$ cat config.mk
export PLATFORM = sky130hd
export DESIGN_NAME = pvz_bg_scroll_renderer
export DESIGN_NICKNAME = d
export VERILOG_FILES = /design/src/rtl/pvz_bg_scroll_renderer.sv
export SDC_FILE = /design/constraint.sdc
export NUM_CORES = 1
export LEC_CHECK = 0
export BUFFER_PORTS_ARGS = -buffer_cell sky130_fd_sc_hd__buf_2
export CORE_MARGIN = 3
export CORE_UTILIZATION = 50
export DETAILED_ROUTE_END_ITERATION = 10
export GPL_TIMING_DRIVEN = 0
export PLACE_DENSITY_LB_ADDON = 0.05
export SLEW_MARGIN = 20
export SYNTH_ARGS = -nofsm -noshare
export SYNTH_HDL_FRONTEND = slang
export SYNTH_SLANG_ARGS = --single-unit
export TNS_END_PERCENT = 5
$ cat constraint.sdc
create_clock -name vga_clk -period 4.2 [get_ports vga_clk]
set_input_delay 0.84 -clock vga_clk [delete_from_list [all_inputs] [get_ports vga_clk]]
set_output_delay 0.84 -clock vga_clk [all_outputs]
set_load 0.03 [all_outputs]
$ cat src/rtl/pvz_bg_scroll_renderer.sv
// Scaled, horizontally wrap-scrolling background sprite renderer driven by VGA raster position.
// Define PVZ_BG_TRANSPARENT_EN to add colour-key transparency (KEY_IDX parameter, opaque output).
module pvz_bg_scroll_renderer #(
    parameter int SRC_W   = 640,
    parameter int SRC_H   = 240,
    parameter int SCR_W   = 640,
    parameter int SCR_H   = 480,
    parameter int ADDR_W  = 18,
    parameter int IDX_W   = 4,
    parameter int ROM_LAT = 1
`ifdef PVZ_BG_TRANSPARENT_EN
    ,
    parameter int KEY_IDX = 0
`endif
) (
    input  logic              vga_clk,
    input  logic              reset_n,
    input  logic [9:0]        DrawX,
    input  logic [9:0]        DrawY,
    input  logic              blank,
    input  logic [9:0]        scroll_x,
    input  logic              scroll_load,
    output logic [ADDR_W-1:0] rom_addr,
    input  logic [IDX_W-1:0]  rom_q,
    output logic [IDX_W-1:0]  pix_index,
    input  logic [3:0]        pal_r,
    input  logic [3:0]        pal_g,
    input  logic [3:0]        pal_b,
    output logic [3:0]        red,
    output logic [3:0]        green,
    output logic [3:0]        blue
`ifdef PVZ_BG_TRANSPARENT_EN
    ,
    output logic              opaque
`endif
);

    localparam int ACC_W   = 12;
    localparam int BLANK_D = ROM_LAT + 2;

    localparam logic [ACC_W-1:0]  SRC_W_ACC  = ACC_W'(SRC_W);
    localparam logic [ACC_W-1:0]  SCR_W_ACC  = ACC_W'(SCR_W);
    localparam logic [ACC_W-1:0]  SRC_H_ACC  = ACC_W'(SRC_H);
    localparam logic [ACC_W-1:0]  SCR_H_ACC  = ACC_W'(SCR_H);
    localparam logic [9:0]        SCR_W_POS  = 10'(SCR_W);
    localparam logic [9:0]        SRC_X_MAX  = 10'(SRC_W - 1);
    localparam logic [9:0]        SRC_Y_MAX  = 10'(SRC_H - 1);
    localparam logic [ADDR_W-1:0] ROW_STRIDE = ADDR_W'(SRC_W);

    function automatic logic [9:0] clamp_scroll(input logic [9:0] v);
        return (v > SRC_X_MAX) ? SRC_X_MAX : v;
    endfunction

    logic [9:0]        shadow_scroll;
    logic [9:0]        active_scroll;
    logic [9:0]        src_x;
    logic [ACC_W-1:0]  xacc;
    logic [9:0]        src_y;
    logic [ACC_W-1:0]  yacc;
    logic [ADDR_W-1:0] row_base;
    logic [BLANK_D-1:0] blank_p;

    logic              frame_start;
    logic              line_start;
    logic              line_end;
    logic              in_line;
    logic [9:0]        scroll_now;
    logic [9:0]        cur_x;
    logic [ACC_W-1:0]  cur_xacc;
    logic [ADDR_W-1:0] cur_base;
    logic [ACC_W-1:0]  x_sum;
    logic              x_step;
    logic [9:0]        x_next;
    logic [ACC_W-1:0]  y_sum;
    logic              y_step;
    logic              blank_d;
    logic              draw;

    assign frame_start = (DrawX == 10'd0) && (DrawY == 10'd0);
    assign line_start  = (DrawX == 10'd0);
    assign line_end    = (DrawX == SCR_W_POS);
    assign in_line     = (DrawX < SCR_W_POS);

    // A load coinciding with frame start bypasses the shadow so it takes effect this frame.
    assign scroll_now = frame_start ? (scroll_load ? clamp_scroll(scroll_x) : shadow_scroll)
                                    : active_scroll;

    // Line/frame restarts are resolved combinationally so pixel 0 of a line uses fresh state.
    assign cur_x    = line_start  ? scroll_now : src_x;
    assign cur_xacc = line_start  ? '0         : xacc;
    assign cur_base = frame_start ? '0         : row_base;

    assign x_sum  = cur_xacc + SRC_W_ACC;
    assign x_step = (x_sum >= SCR_W_ACC);
    assign x_next = (cur_x == SRC_X_MAX) ? 10'd0 : cur_x + 10'd1;

    assign y_sum  = yacc + SRC_H_ACC;
    assign y_step = (y_sum >= SCR_H_ACC);

    assign blank_d = blank_p[BLANK_D-1];

`ifdef PVZ_BG_TRANSPARENT_EN
    assign draw = blank_d && (pix_index != IDX_W'(KEY_IDX));
`else
    assign draw = blank_d;
`endif

    always_ff @(posedge vga_clk or negedge reset_n) begin
        if (!reset_n) begin
            shadow_scroll <= '0;
            active_scroll <= '0;
        end else begin
            if (scroll_load)
                shadow_scroll <= clamp_scroll(scroll_x);
            if (frame_start)
                active_scroll <= scroll_now;
        end
    end

    // Column stepper: Bresenham-style texel advance across the visible line.
    always_ff @(posedge vga_clk or negedge reset_n) begin
        if (!reset_n) begin
            src_x <= '0;
            xacc  <= '0;
        end else if (in_line) begin
            if (x_step) begin
                xacc  <= x_sum - SCR_W_ACC;
                src_x <= x_next;
            end else begin
                xacc  <= x_sum;
                src_x <= cur_x;
            end
        end
    end

    // Row stepper: advances once per line end and saturates on the last sprite row.
    always_ff @(posedge vga_clk or negedge reset_n) begin
        if (!reset_n) begin
            src_y    <= '0;
            yacc     <= '0;
            row_base <= '0;
        end else if (frame_start) begin
            src_y    <= '0;
            yacc     <= '0;
            row_base <= '0;
        end else if (line_end) begin
            if (y_step) begin
                yacc <= y_sum - SCR_H_ACC;
                if (src_y != SRC_Y_MAX) begin
                    src_y    <= src_y + 10'd1;
                    row_base <= row_base + ROW_STRIDE;
                end
            end else begin
                yacc <= y_sum;
            end
        end
    end

    // Stage 0: ROM address.
    always_ff @(posedge vga_clk or negedge reset_n) begin
        if (!reset_n)
            rom_addr <= '0;
        else
            rom_addr <= cur_base + ADDR_W'(cur_x);
    end

    // Stage 1+ROM_LAT: palette index, with blank delayed to match.
    always_ff @(posedge vga_clk or negedge reset_n) begin
        if (!reset_n) begin
            pix_index <= '0;
            blank_p   <= '0;
        end else begin
            pix_index <= rom_q;
            blank_p   <= {blank_p[BLANK_D-2:0], blank};
        end
    end

    // Stage 2+ROM_LAT: final colour.
    always_ff @(posedge vga_clk or negedge reset_n) begin
        if (!reset_n) begin
            red   <= '0;
            green <= '0;
            blue  <= '0;
        end else if (draw) begin
            red   <= pal_r;
            green <= pal_g;
            blue  <= pal_b;
        end else begin
            red   <= '0;
            green <= '0;
            blue  <= '0;
        end
    end

`ifdef PVZ_BG_TRANSPARENT_EN
    always_ff @(posedge vga_clk or negedge reset_n) begin
        if (!reset_n)
            opaque <= 1'b0;
        else
            opaque <= draw;
    end
`endif

endmodule
Word level (Yosys, flattened, before mapping)
Index checks and enable logic that the tools add are counted.

storage, ports and cells
  bits in registers = 119
  memories kept = 0
  output and inout port bits = 34
  memory bits (read-only) = 0
  logic and storage cells = 58
  bits in latches = 0
  RAM bits = 0
  input bits = 50

cells by class
  reductions and logical operators = 7
  shift-type cells = 0
  add/subtract/negate cells = 8
  multiply operators = 0
  bitwise operators = 0
  divide/modulo/power cells = 0
  eq/ne operators = 3
  multiplexer cells = 23
  $lt $le $gt $ge = 4

operators with widths
  kind                      count
  $mux W10                  10
  $mux W18                  5
  $mux W12                  5
  $add A10 B1 Y10 const B   2
  $eq A10 B10 Y1 const B    2
  $logic_not A10 Y1         2
  $add A18 B10 Y18          1
  $add A18 B10 Y18 const B  1
  $add A12 B10 Y12 const B  1
  $add A12 B8 Y12 const B   1
  $ge A12 B10 Y1 const B    1
  $ge A12 B9 Y1 const B     1
  $mux W4                   3
  $sub A12 B10 Y12 const B  1
  $sub A12 B9 Y12 const B   1
  $gt A10 B10 Y1 const B    1
  $lt A10 B10 Y1 const B    1
  $ne A10 B8 Y1 const B     1
  $reduce_bool A2 Y1        3
  $reduce_and A3 Y1         1
  $logic_and A1 B1 Y1       1

Depth between registers and ports, before layout
Gate-level depths: netlist (run 1).

  depth after elaboration = 8
  mapped depth = 17
  gate-level depth less buffers = 15

Worst setup path before layout (run 1)
Ideal clock, no wire load.

  path kind = input to register
  start = input DrawX[2]
  end = register xacc[8]
  stages on the path = 12
  path buffers = 2
  slack = 541 ps
  required time = 4075 ps
  data arrival time = 3534 ps
  setup time = 125 ps
  cells stage by stage = nor4_4 nand3_2 buf_2 clkbuf_1 and2_1 ha_1 o21ai_2 xnor2_1 a2111oi_2 o22ai_4 nor2_1 mux2_2

between the ends
  word-level cells in the longest chain between the ends = 5
  elaborated cells between the ends (all ways) = 7
  those cells by class = add/sub (2); order compare (2); mux (2); reduce/logical (1)

RTL lines
  item                                                       RTL line  text
  from (decl)                                                18        input logic [9:0] DrawX,
  $logic_not A10 Y1                                          80        assign line_start = (DrawX == 10'd0);
  $mux W12                                                   90        assign cur_xacc = line_start ? '0 : xacc;
  $add A12 B10 Y12                                           93        assign x_sum = cur_xacc + SRC_W_ACC;
  $sub A12 B10 Y12 / $ge A12 B10 Y1 (equally long branches)  127, 94
  $mux W12                                                   126       if (x_step) begin
  to (signal assigned)                                       127       xacc <= x_sum - SCR_W_ACC;
  to (signal assigned)                                       130       xacc <= x_sum;
  to (decl)                                                  57        logic [ACC_W-1:0] xacc;

Parallel ways exist; a longest one is shown, timed or not.
A chain may end at the register's enable or synchronous reset.

Worst setup path in the final report (run 1)
  start = input DrawX[2]
  end = register src_x[4]

between the ends
  word-level cells in the longest chain between the ends = 7
  elaborated cells between the ends (all ways) = 12
  those cells by class = add/sub (2); order compare (2); eq/ne (1); mux (5); reduce/logical (2)

RTL lines
  item                                                      RTL line  text
  branches (longest 7 deep; another with $add A12 B10 Y12)  -
  to (signal assigned)                                      128       src_x <= x_next;
  to (signal assigned)                                      131       src_x <= cur_x;
  to (decl)                                                 56        logic [9:0] src_x;

Several ways; the timed one is not identified.

==> results.cfg, run 1 <==
[run_status]
status = complete, no violations

[synth]
synth-main-ff-cell = dfrtp_1
ys_types = 64
synth_compound_gate_area_share = 0.111
synthAdderAreaFrac = 0.0451
yosys.area_share.simple = 0.241
syn_avg_cell_area_um2 = 9.81
synth_seq_cells = 101
netlist_instances = 554
synthMuxAreaShare = 0.0423
synthTopCellsByArea = dfrtp_1 46%, nand2_1 5.5%, ha_1 4.1%
syn_area_um2 = 5440
yosys.area_share.xor_xnor = 0.0612
synth_edf_count = 0
synth_top_family_by_area = simple AND/OR/NAND/NOR gates
synth_top_cell_by_area = dfrtp_1
netlist.area_leader.share = 0.465
yosysWarningCount = 0
ys_seq_area_frac = 0.465
async_flop_share = 1.00

[run]
cap_viol_max_count = 0

[setup_path]
critPathBufInv = 3
crit_type = in2reg
cp.arrival_ns = 4.17
cp-end-kind = flop
startpoint_type = input pin
cp_top_family = compound AO/OA/AOI/OAI gates
required_ns = 4.46
worst_r2r_path_depth = 10
cp_max_fo = 10
path_cells = buf_2 -> nor4_4 -> nand3_2 -> buf_2 -> clkbuf_1 -> and2_1 -> ha_1 -> o21ai_2 -> xnor2_1 -> a2111oi_2 -> o22ai_4 -> and3_1 -> nand4_1 -> o21ai_1 -> o21ai_1
crit_slowest_cell = o21ai_1
rr_startpoint = xacc[7]
max_stage_delay_ns = 0.43
worstReg2RegEnd = src_x[4]
rrSetupSlack_ns = 1.46

[route]
wl_met3_um = 615
highest_layer = met4
wl_met2_mm = 5.45
wl_met1_mm = 5.01
drt_wl_total_mm = 11.2
routed_via_density = 5.34
drt-initial-drc-count = 242
dr.pass1.iters = 4
antenna_left = 0
num_vias = 4242
wl_per_cell_um = 14.1
drc_errors = 0

[sta]
rsz0062_at_grt = false
timing.final.ws_setup_ns = 0.293
final-setup-viol-count = 0
hold_viol = 0
period_minus_slack_ns = 3.91
fmax_mhz = 256
tightestPinTransition_ns = 0.653
fin_worst_skew_ns = 0.0156
slew_headroom = 0.560
finalCritPeriodShare = 0.930
slew_violations = 0

[global_route]
grt_pass1_wl_mm = 19.1
grt.total_usage = 0.200
antenna_found_initial = 0
grt_pass1_vias = 4161
overflow = 0
grt_max_degree = 59

[cts]
cts_setup_buffers = 0
clock-sinks = 101
ctsHoldBuffers = 0
cts_buffer_depth = 2
htreeDepth = 3
numCtsBuffers = 9
cts_root_buf = clkbuf_8
cts_tree = yes
insertion_delay_ns = 0.39
clk_pin_slew_ns = 0.10
cts_resized = 0

[die]
dieArea_um2 = 12200
die_height_um = 110
fp.coreArea_um2 = 10500
rows = 37
die_w_um = 110
start_util = 0.520
io_pins = 84

[cells_and_area]
layout-drive-gt1-share = 0.209
syn2layout_area_growth_pct = 15.1
fillers = 939
nNetsFinal = 723
instances_no_fill = 795
fin_area_um2 = 6260
diodes = 0

[place]
preCtsSetupSlack_ns = -0.0962
dp_cells = 779
place_area_um2 = 6070
portBuffers = 82
gp_congestion = 0.891
place_hpwl_mm = 8.50

[power_and_ir_drop]
power.density_nw_per_um2 = 357
ir_drop_uv = 275
p_leak_nw = 3.06

[min_path]
hp-class = in2async
==> final cells by class <==
type                    instances  area (um^2)  share of cell area
flip-flops and latches        101         2530               0.404
repair buffers                 83          444              0.0710
well taps                     136          170              0.0272
clock buffers                  10          128              0.0204
clock inverters                 6         56.3             0.00900
inverters                      22         82.6              0.0132
plain buffers                  18         95.1              0.0152
multi-input cells             419         2750               0.440
==> registers in the layout (all words and copies together), names as in the netlist, 5 cells and up <==
register and flops:
rom_addr 18, row_base 11, active_scroll 10, shadow_scroll 10
src_x 10, src_y 10, yacc 8, xacc 5
==> layout by cell type (no fill, tap or decap), types with 11 or more instances in the layout <==
cell,synthesis,routed
nand3_1,25,25
buf_2,4,85
xnor2_1,23,23
o21ai_0,23,23
xor2_1,15,15
dfrtp_1,101,101
inv_1,22,22
nand4_1,11,11
ha_1,18,18
and2_1,19,19
a21oi_1,12,12
mux2i_1,17,17
nor2_1,51,51
clkbuf_1,10,11
nand2_1,80,80
o21ai_1,11,11
==> routing by layer <==
metal | global-route usage | up-vias
met5 | 0 | -
met4 | 0.0624 | 0
met3 | 0.0489 | 8
met2 | 0.344 | 97
met1 | 0.249 | 2030
li1 | - | 2107
==> kinds of logic (layout without fill, tap and decap cells) <==
group,Yosys count,in the layout
mux,22,22
simple gates,243,243
fa+ha+maj,19,19
compound gates,89,89
flops,101,101
other cells,2,8
buf+inv,40,139
xor+xnor,38,38
==> cells in the mapped netlist (12+ instances only) <==
cell type and instances:
nor2_1 51, o21ai_0 23, xnor2_1 23, and2_1 19
mux2i_1 17, a21oi_1 12, nand2_1 80, dfrtp_1 101
inv_1 22, ha_1 18, nand3_1 25, xor2_1 15
==> power by group <==
| group | switching [mW] | internal [mW] |
|---|---|---|
| clock network | 0.368 | 0.228 |
| logic | 0.348 | 0.202 |
| registers | 0.0299 | 1.06 |
==> how the worst max path moves through the flow <==
stage / endpoint / cells after the start / startpoint / slack (ns)
5_1_grt: src_x[3] / 15 / DrawX[2] / 0.03
6_report: src_x[4] / 15 / DrawX[2] / 0.29
3_3_place_gp: src_x[3] / 15 / DrawX[8] / -0.03
3_5_place_dp: src_x[5] / 15 / DrawX[8] / -0.1
2_1_floorplan: xacc[8] / 12 / DrawX[2] / 0.54
4_1_cts: src_x[5] / 15 / DrawX[8] / 0.32
==> per-stage QoR <==
step / utilization / TNS (ns) / power [mW] / hold slack, ns
after floorplan: - / 0 / 1.50 / 0.331
after global placement: 0.577 / -0.172 / 1.64 / 0.333
after detailed placement: 0.580 / -0.572 / 1.65 / 0.335
after CTS: 0.598 / 0 / 2.25 / 0.353
after global routing: 0.598 / 0 / 2.37 / 0.362
final: 0.598 / 0 / 2.23 / 0.352
No activity file was read; power rests on OpenSTA's default activity.
==> inputs of run 2 (changes only) <==
ABC_AREA = 1   (was unset)
==> run 2 against run 1 <==
  * Routed wire length grew 13%
  * First-iteration DRC count grew 2.5%
  * Register-to-register slack gained 0.32 ns
  * Non-clock buffer count shrank 2
  * Critical path depth grew 4
  * Maximum frequency grew 6.9%
  * Critical endpoint is now rom_addr[17]
  * Largest power group unchanged
==> results.cfg, run 2 <==
[run_status]
status = complete, no violations

[cts]
cts_resized = 0
clock-sinks = 101
cts_setup_buffers = 0
numCtsBuffers = 9
ctsHoldBuffers = 0
cts_buffer_depth = 2
cts_tree = yes
clk_pin_slew_ns = 0.07
cts_root_buf = clkbuf_16
htreeDepth = 3
insertion_delay_ns = 0.35

[die]
start_util = 0.525
die_height_um = 114
fp.coreArea_um2 = 11100
dieArea_um2 = 13000
rows = 38
io_pins = 84
die_w_um = 114

[setup_path]
rrSetupSlack_ns = 1.78
required_ns = 4.44
critPathLaunch = DrawY[9]
worstReg2RegEnd = rom_addr[17]
cp.arrival_ns = 3.89
rr_startpoint = shadow_scroll[8]
crit_type = in2reg
crit_end = rom_addr[17]
worst_r2r_path_depth = 15
cp_max_fo = 10
cp-end-kind = flop
startpoint_type = input pin

[synth]
netlist.area_leader.share = 0.433
ys_types = 48
synth-main-ff-cell = dfrtp_1
yosysWarningCount = 0
syn_avg_cell_area_um2 = 8.12
synth_common_cells = 164 x nand2_1, 101 x dfrtp_1, 98 x inv_1
synth_seq_cells = 101
ys_seq_area_frac = 0.433
async_flop_share = 1.00
synthTopCellsByArea = dfrtp_1 43%, nand2_1 11%, inv_1 6.3%
netlist_instances = 719
synth_edf_count = 0
synth.most_common_cell = nand2_1
syn_area_um2 = 5840
synth_top_cell_by_area = dfrtp_1

[sta]
timing.final.ws_setup_ns = 0.545
fmax_mhz = 274
fin_worst_skew_ns = 0.00921
hold_viol = 0
slew_headroom = 0.510
finalCritPeriodShare = 0.870
rsz0062_at_grt = false
final-setup-viol-count = 0
fin_tns_setup_ns = 0
period_minus_slack_ns = 3.66
holdWs_ns = 0.357
tightestPinTransition_ns = 0.716
slew_violations = 0

[cells_and_area]
largest-register = rom_addr
final_common_cell = nand2_1
largest_reg_flops = 18
fillers = 1014
diodes = 0
final_cell_mix = 164 x nand2_1, 101 x dfrtp_1, 98 x inv_1
syn2layout_area_growth_pct = 16.4
reg_top3 = rom_addr x18, row_base x11
layout-drive-gt1-share = 0.220
nNetsFinal = 888

[run]
cap_viol_max_count = 0

[min_path]
hp-class = reg2reg

[place]
preCtsSetupSlack_ns = 0.192
portBuffers = 82
gp_congestion = 0.867
place_hpwl_mm = 9.42

[global_route]
grt.total_usage = 0.206
antenna_found_initial = 0
grt_pass1_vias = 4573
overflow = 0
grt_max_degree = 53
grt_pass1_wl_mm = 21.4

[route]
wl_per_cell_um = 13.2
drc_errors = 0
drt_wl_total_mm = 12.7
antenna_left = 0
num_vias = 4798
routed_via_density = 4.98
dr.pass1.iters = 5
drt-initial-drc-count = 248

[power_and_ir_drop]
p_leak_nw = 3.59
ir_drop_uv = 422
power.density_nw_per_um2 = 450
run 2: changes by cell type after synthesis, moves of 11 or more:
cell / delta
nand3_1: +30
nand2_1: +84
xor2_1: +11
and2_1: -18
inv_1: +76
mux2i_1: -17
nand2_2: +18
xnor2_1: -17
nor2_1: +17
run 2: kinds of logic after synthesis:
logic type,count (synthesis),synth area share
adders and majority gates,19,0.0420
other,2,0.00129
xor gates and xnor gates,34,0.0536
muxes,1,0.00257
DFF,101,0.433
buffers and inverters,121,0.0892
and+or+nand+nor,361,0.302
AOI/OAI and AO/OA,80,0.0765
run 2: cell type report:
class	instances	area (um^2)	share of cell area
Buffer	16	126	0.0186
Clock buffer	9	225	0.0331
Clock inverter	7	91.3	0.0134
Inverter	105	394	0.0580
Multi-Input combinational cell	503	2810	0.414
Sequential cell	101	2530	0.372
Tap cell	140	175	0.0258
Timing Repair Buffer	83	444	0.0654
run 2: per-layer routing:
| metal | GRT usage | vias to the layer above | part of all wire |
|---|---|---|---|
| li1 | - | 2465 | - |
| met1 | 0.275 | 2229 | 0.47 |
| met2 | 0.338 | 92 | 0.48 |
| met3 | 0.0433 | 12 | 0.038 |
| met4 | 0.0657 | 0 | 0.012 |
| met5 | 0 | - | 0 |
run 2: worst min path at each step:
| stage | start | endpoint | slack (ns) | cells after the start |
|---|---|---|---|---|
| after floorplan | blank_p[0] | blank_p[1] | 0.33 | 0 |
| after global placement | blank_p[1] | blank_p[2] | 0.33 | 0 |
| after detailed placement | blank_p[1] | blank_p[2] | 0.34 | 0 |
| after CTS | blank_p[1] | blank_p[2] | 0.36 | 0 |
| after global routing | blank_p[1] | blank_p[2] | 0.37 | 0 |
| final | blank_p[1] | blank_p[2] | 0.36 | 0 |
run 2: worst max-delay path, cell delays in order:
cell,delay [ns]
buf_2,0.09
nor2_1,0.12
nand3_2,0.14
nor2_8,0.22
nand3_4,0.11
buf_6,0.16
inv_2,0.07
buf_2,0.26
buf_2,0.30
nor2_1,0.09
ha_1,0.35
a21oi_1,0.09
o2111ai_1,0.16
nand2_1,0.09
o21ai_0,0.18
nand2_1,0.17
nor2_1,0.21
nand2_1,0.10
xor2_1,0.15
run 2: through the flow:
step | area (um^2) | total power [mW] | utilization | cells
3_3_place_gp | 6450 | 2.16 | 0.579 | 947
2_1_floorplan | 5860 | 1.95 | - | 725
4_1_cts | 6800 | 3.09 | 0.611 | 964
3_5_place_dp | 6480 | 2.19 | 0.582 | 948
6_report | 6800 | 3.06 | 0.611 | 964
5_1_grt | 6800 | 3.26 | 0.611 | 964
run 2: report_power, final:
part | switching, mW | internal, mW | total (mW) | leakage (nW)
registers | 0.0557 | 1.11 | 1.16 | 1.17
logic | 0.660 | 0.355 | 1.01 | 2.27
clock network | 0.396 | 0.480 | 0.876 | 0.154
total | 1.11 | 1.94 | 3.06 | 3.59
==> inputs of run 3 (changes only) <==
--- a/config.mk
+++ b/config.mk
@@ -9,3 +9,3 @@
 export BUFFER_PORTS_ARGS = -buffer_cell sky130_fd_sc_hd__buf_2
-export CORE_MARGIN = 3
+export CORE_MARGIN = 5
 export CORE_UTILIZATION = 50
--- a/constraint.sdc
+++ b/constraint.sdc
@@ -3,2 +3,2 @@
 set_output_delay 0.84 -clock vga_clk [all_outputs]
-set_load 0.03 [all_outputs]
+set_load 0.01 [all_outputs]
==> run 3 against run 2 <==
  * Sequential cell count is the same
  * Highest routed layer unchanged
  * Routed wire length shrank 0.46%
  * Clock-buffer cell count grew 5
  * Critical path depth is the same
  * Largest power group unchanged
  * Die area grew 7.1%
  * Clock power shrank 9.5%
  * Register-to-register slack lost 0.02 ns
  * Sequential share of layout area grew 0.19 points
  * Sequential power is essentially flat
  * Worst hold slack lost 0.011 ns
  * Global-route usage shrank 1.4 points
  * Design area shrank 0.50%
==> results.cfg, run 3 (synthesis results as in run 2) <==
[run_status]
status = complete, no violations

[route]
drt-initial-drc-count = 305
antenna_left = 0
routed_via_density = 4.96
drc_errors = 0
wl_per_cell_um = 13.1
dr.pass1.iters = 5
num_vias = 4793
drt_wl_total_mm = 12.7

[cells_and_area]
fin_area_um2 = 6760
syn2layout_area_growth_pct = 15.8
final_cell_mix = 164 x nand2_1, 101 x dfrtp_1, 98 x inv_1
final_common_cell = nand2_1
diodes = 0
reg_top3 = rom_addr x18, row_base x11
nNetsFinal = 888
register_area_um2 = 2530
layout-drive-gt1-share = 0.216
fillers = 1038
instances_no_fill = 966
largest_reg_flops = 18
largest-register = rom_addr
multi_input_area_um2 = 2810

[global_route]
grt.total_usage = 0.192
antenna_found_initial = 0
grt_pass1_vias = 4646
overflow = 0
grt_pass1_wl_mm = 22.0
grt_max_degree = 77

[sta]
fin_tns_setup_ns = 0
holdWs_ns = 0.346
finalCritPeriodShare = 0.871
period_minus_slack_ns = 3.66
fin_worst_skew_ns = 0.00640
slew_violations = 0
fmax_mhz = 273
hold_viol = 0
rsz0062_at_grt = false
tightestPinTransition_ns = 0.691
final-setup-viol-count = 0
slew_headroom = 0.527

[cts]
cts_root_buf = clkbuf_16
cts_tree = yes
cts_resized = 0
clk_pin_slew_ns = 0.06
cts_setup_buffers = 0
insertion_delay_ns = 0.35
ctsHoldBuffers = 0
numCtsBuffers = 9
clock-sinks = 101
htreeDepth = 3
cts_buffer_depth = 2

[power_and_ir_drop]
ir_drop_uv = 398
power.density_nw_per_um2 = 424
p_leak_nw = 3.58

[die]
io_pins = 84
start_util = 0.511
die_height_um = 118
die_w_um = 118
rows = 39
fp.coreArea_um2 = 11400
dieArea_um2 = 13900

[min_path]
hp-class = in2async

[place]
place_area_um2 = 6480
portBuffers = 82
dp_cells = 951
place_hpwl_mm = 9.63
gp_congestion = 0.911

[setup_path]
path_cells = buf_2 -> nor2_1 -> nand3_2 -> nor2_8 -> nand3_4 -> buf_6 -> inv_2 -> buf_2 -> buf_2 -> nor2_1 -> ha_1 -> a21oi_1 -> o2111ai_1 -> nand2_1 -> o21ai_0 -> nand2_1 -> nor2_1 -> nand2_1 -> xor2_1
critPathBufInv = 5
cp_max_fo = 10
max_stage_delay_ns = 0.35
startpoint_type = input pin
required_ns = 4.43
cp_top_family = simple AND/OR/NAND/NOR gates
crit_type = in2reg
crit_slowest_cell = ha_1
cp.arrival_ns = 3.89
cp-end-kind = flop

[run]
cap_viol_max_count = 0
run 3: cell types whose count changed in the layout (fill, tap and decap cells not counted), sizes merged:
cell,previous run,this run
inv,109,105
clkinvlp,1,0
clkbuf,12,17
bufinv,1,0
run 3: path summary, 6_finish.rpt:
kind / from / endpoint / slack (ns) / cells after the start
worst max-delay path: DrawY[9] / rom_addr[17] / 0.54 / 19
worst min-delay path: reset_n / pix_index[2] / 0.35 / 1
worst max register to register: shadow_scroll[8] / rom_addr[17] / 1.76 / 15
worst min register to register: blank_p[1] / blank_p[2] / 0.35 / 0
max in group asynchronous: reset_n / rom_addr[3] / 3.20 / 2
min in group vga_clk: blank_p[1] / blank_p[2] / 0.35 / 0
run 3: layout make-up:
| type | instances | area share |
|---|---|---|
| multi-input cells | 503 | 0.416 |
| flip-flops and latches | 101 | 0.374 |
| repair buffers | 83 | 0.0657 |
| inverters | 105 | 0.0583 |
| clock buffers | 14 | 0.0405 |
| well taps | 143 | 0.0265 |
| plain buffers | 16 | 0.0187 |
| clock inverters | 1 | 0.000740 |
run 3: layer usage:
layer,part of all wire,wire (um),vias to the layer above,GRT usage
met3,0.044,562,14,0.0380
met2,0.50,6330,88,0.316
met4,0.015,188,0,0.0659
met1,0.44,5580,2230,0.253
li1,-,-,2461,-
met5,0,0,-,0
run 3: report_power, final:
| group | internal (mW) | total [mW] | switching [mW] |
|---|---|---|---|
| registers | 1.11 | 1.17 | 0.0561 |
| clock network | 0.447 | 0.793 | 0.346 |
| logic | 0.352 | 0.907 | 0.555 |
run 3: per-stage QoR:
step                      utilization  power, mW  setup WS [ns]
after floorplan                     -       1.84          0.907
after global placement          0.565       2.06          0.209
after detailed placement        0.568       2.09          0.196
after CTS                       0.592       2.90          0.564
after global routing            0.592       3.08          0.260
final                           0.592       2.87          0.542
run 3: worst reg2reg max path: stages, from the launching register on:
cell and delay (ns):
dfrtp_1 0.37, inv_1 0.05, o22ai_1 0.10, inv_1 0.07
nand2_1 0.07, nand3_1 0.10, nand2_2 0.08, ha_1 0.35
a21oi_1 0.09, o2111ai_1 0.16, nand2_1 0.08, o21ai_0 0.21
nand2_1 0.18, nor2_1 0.20, nand2_1 0.09, xor2_1 0.14
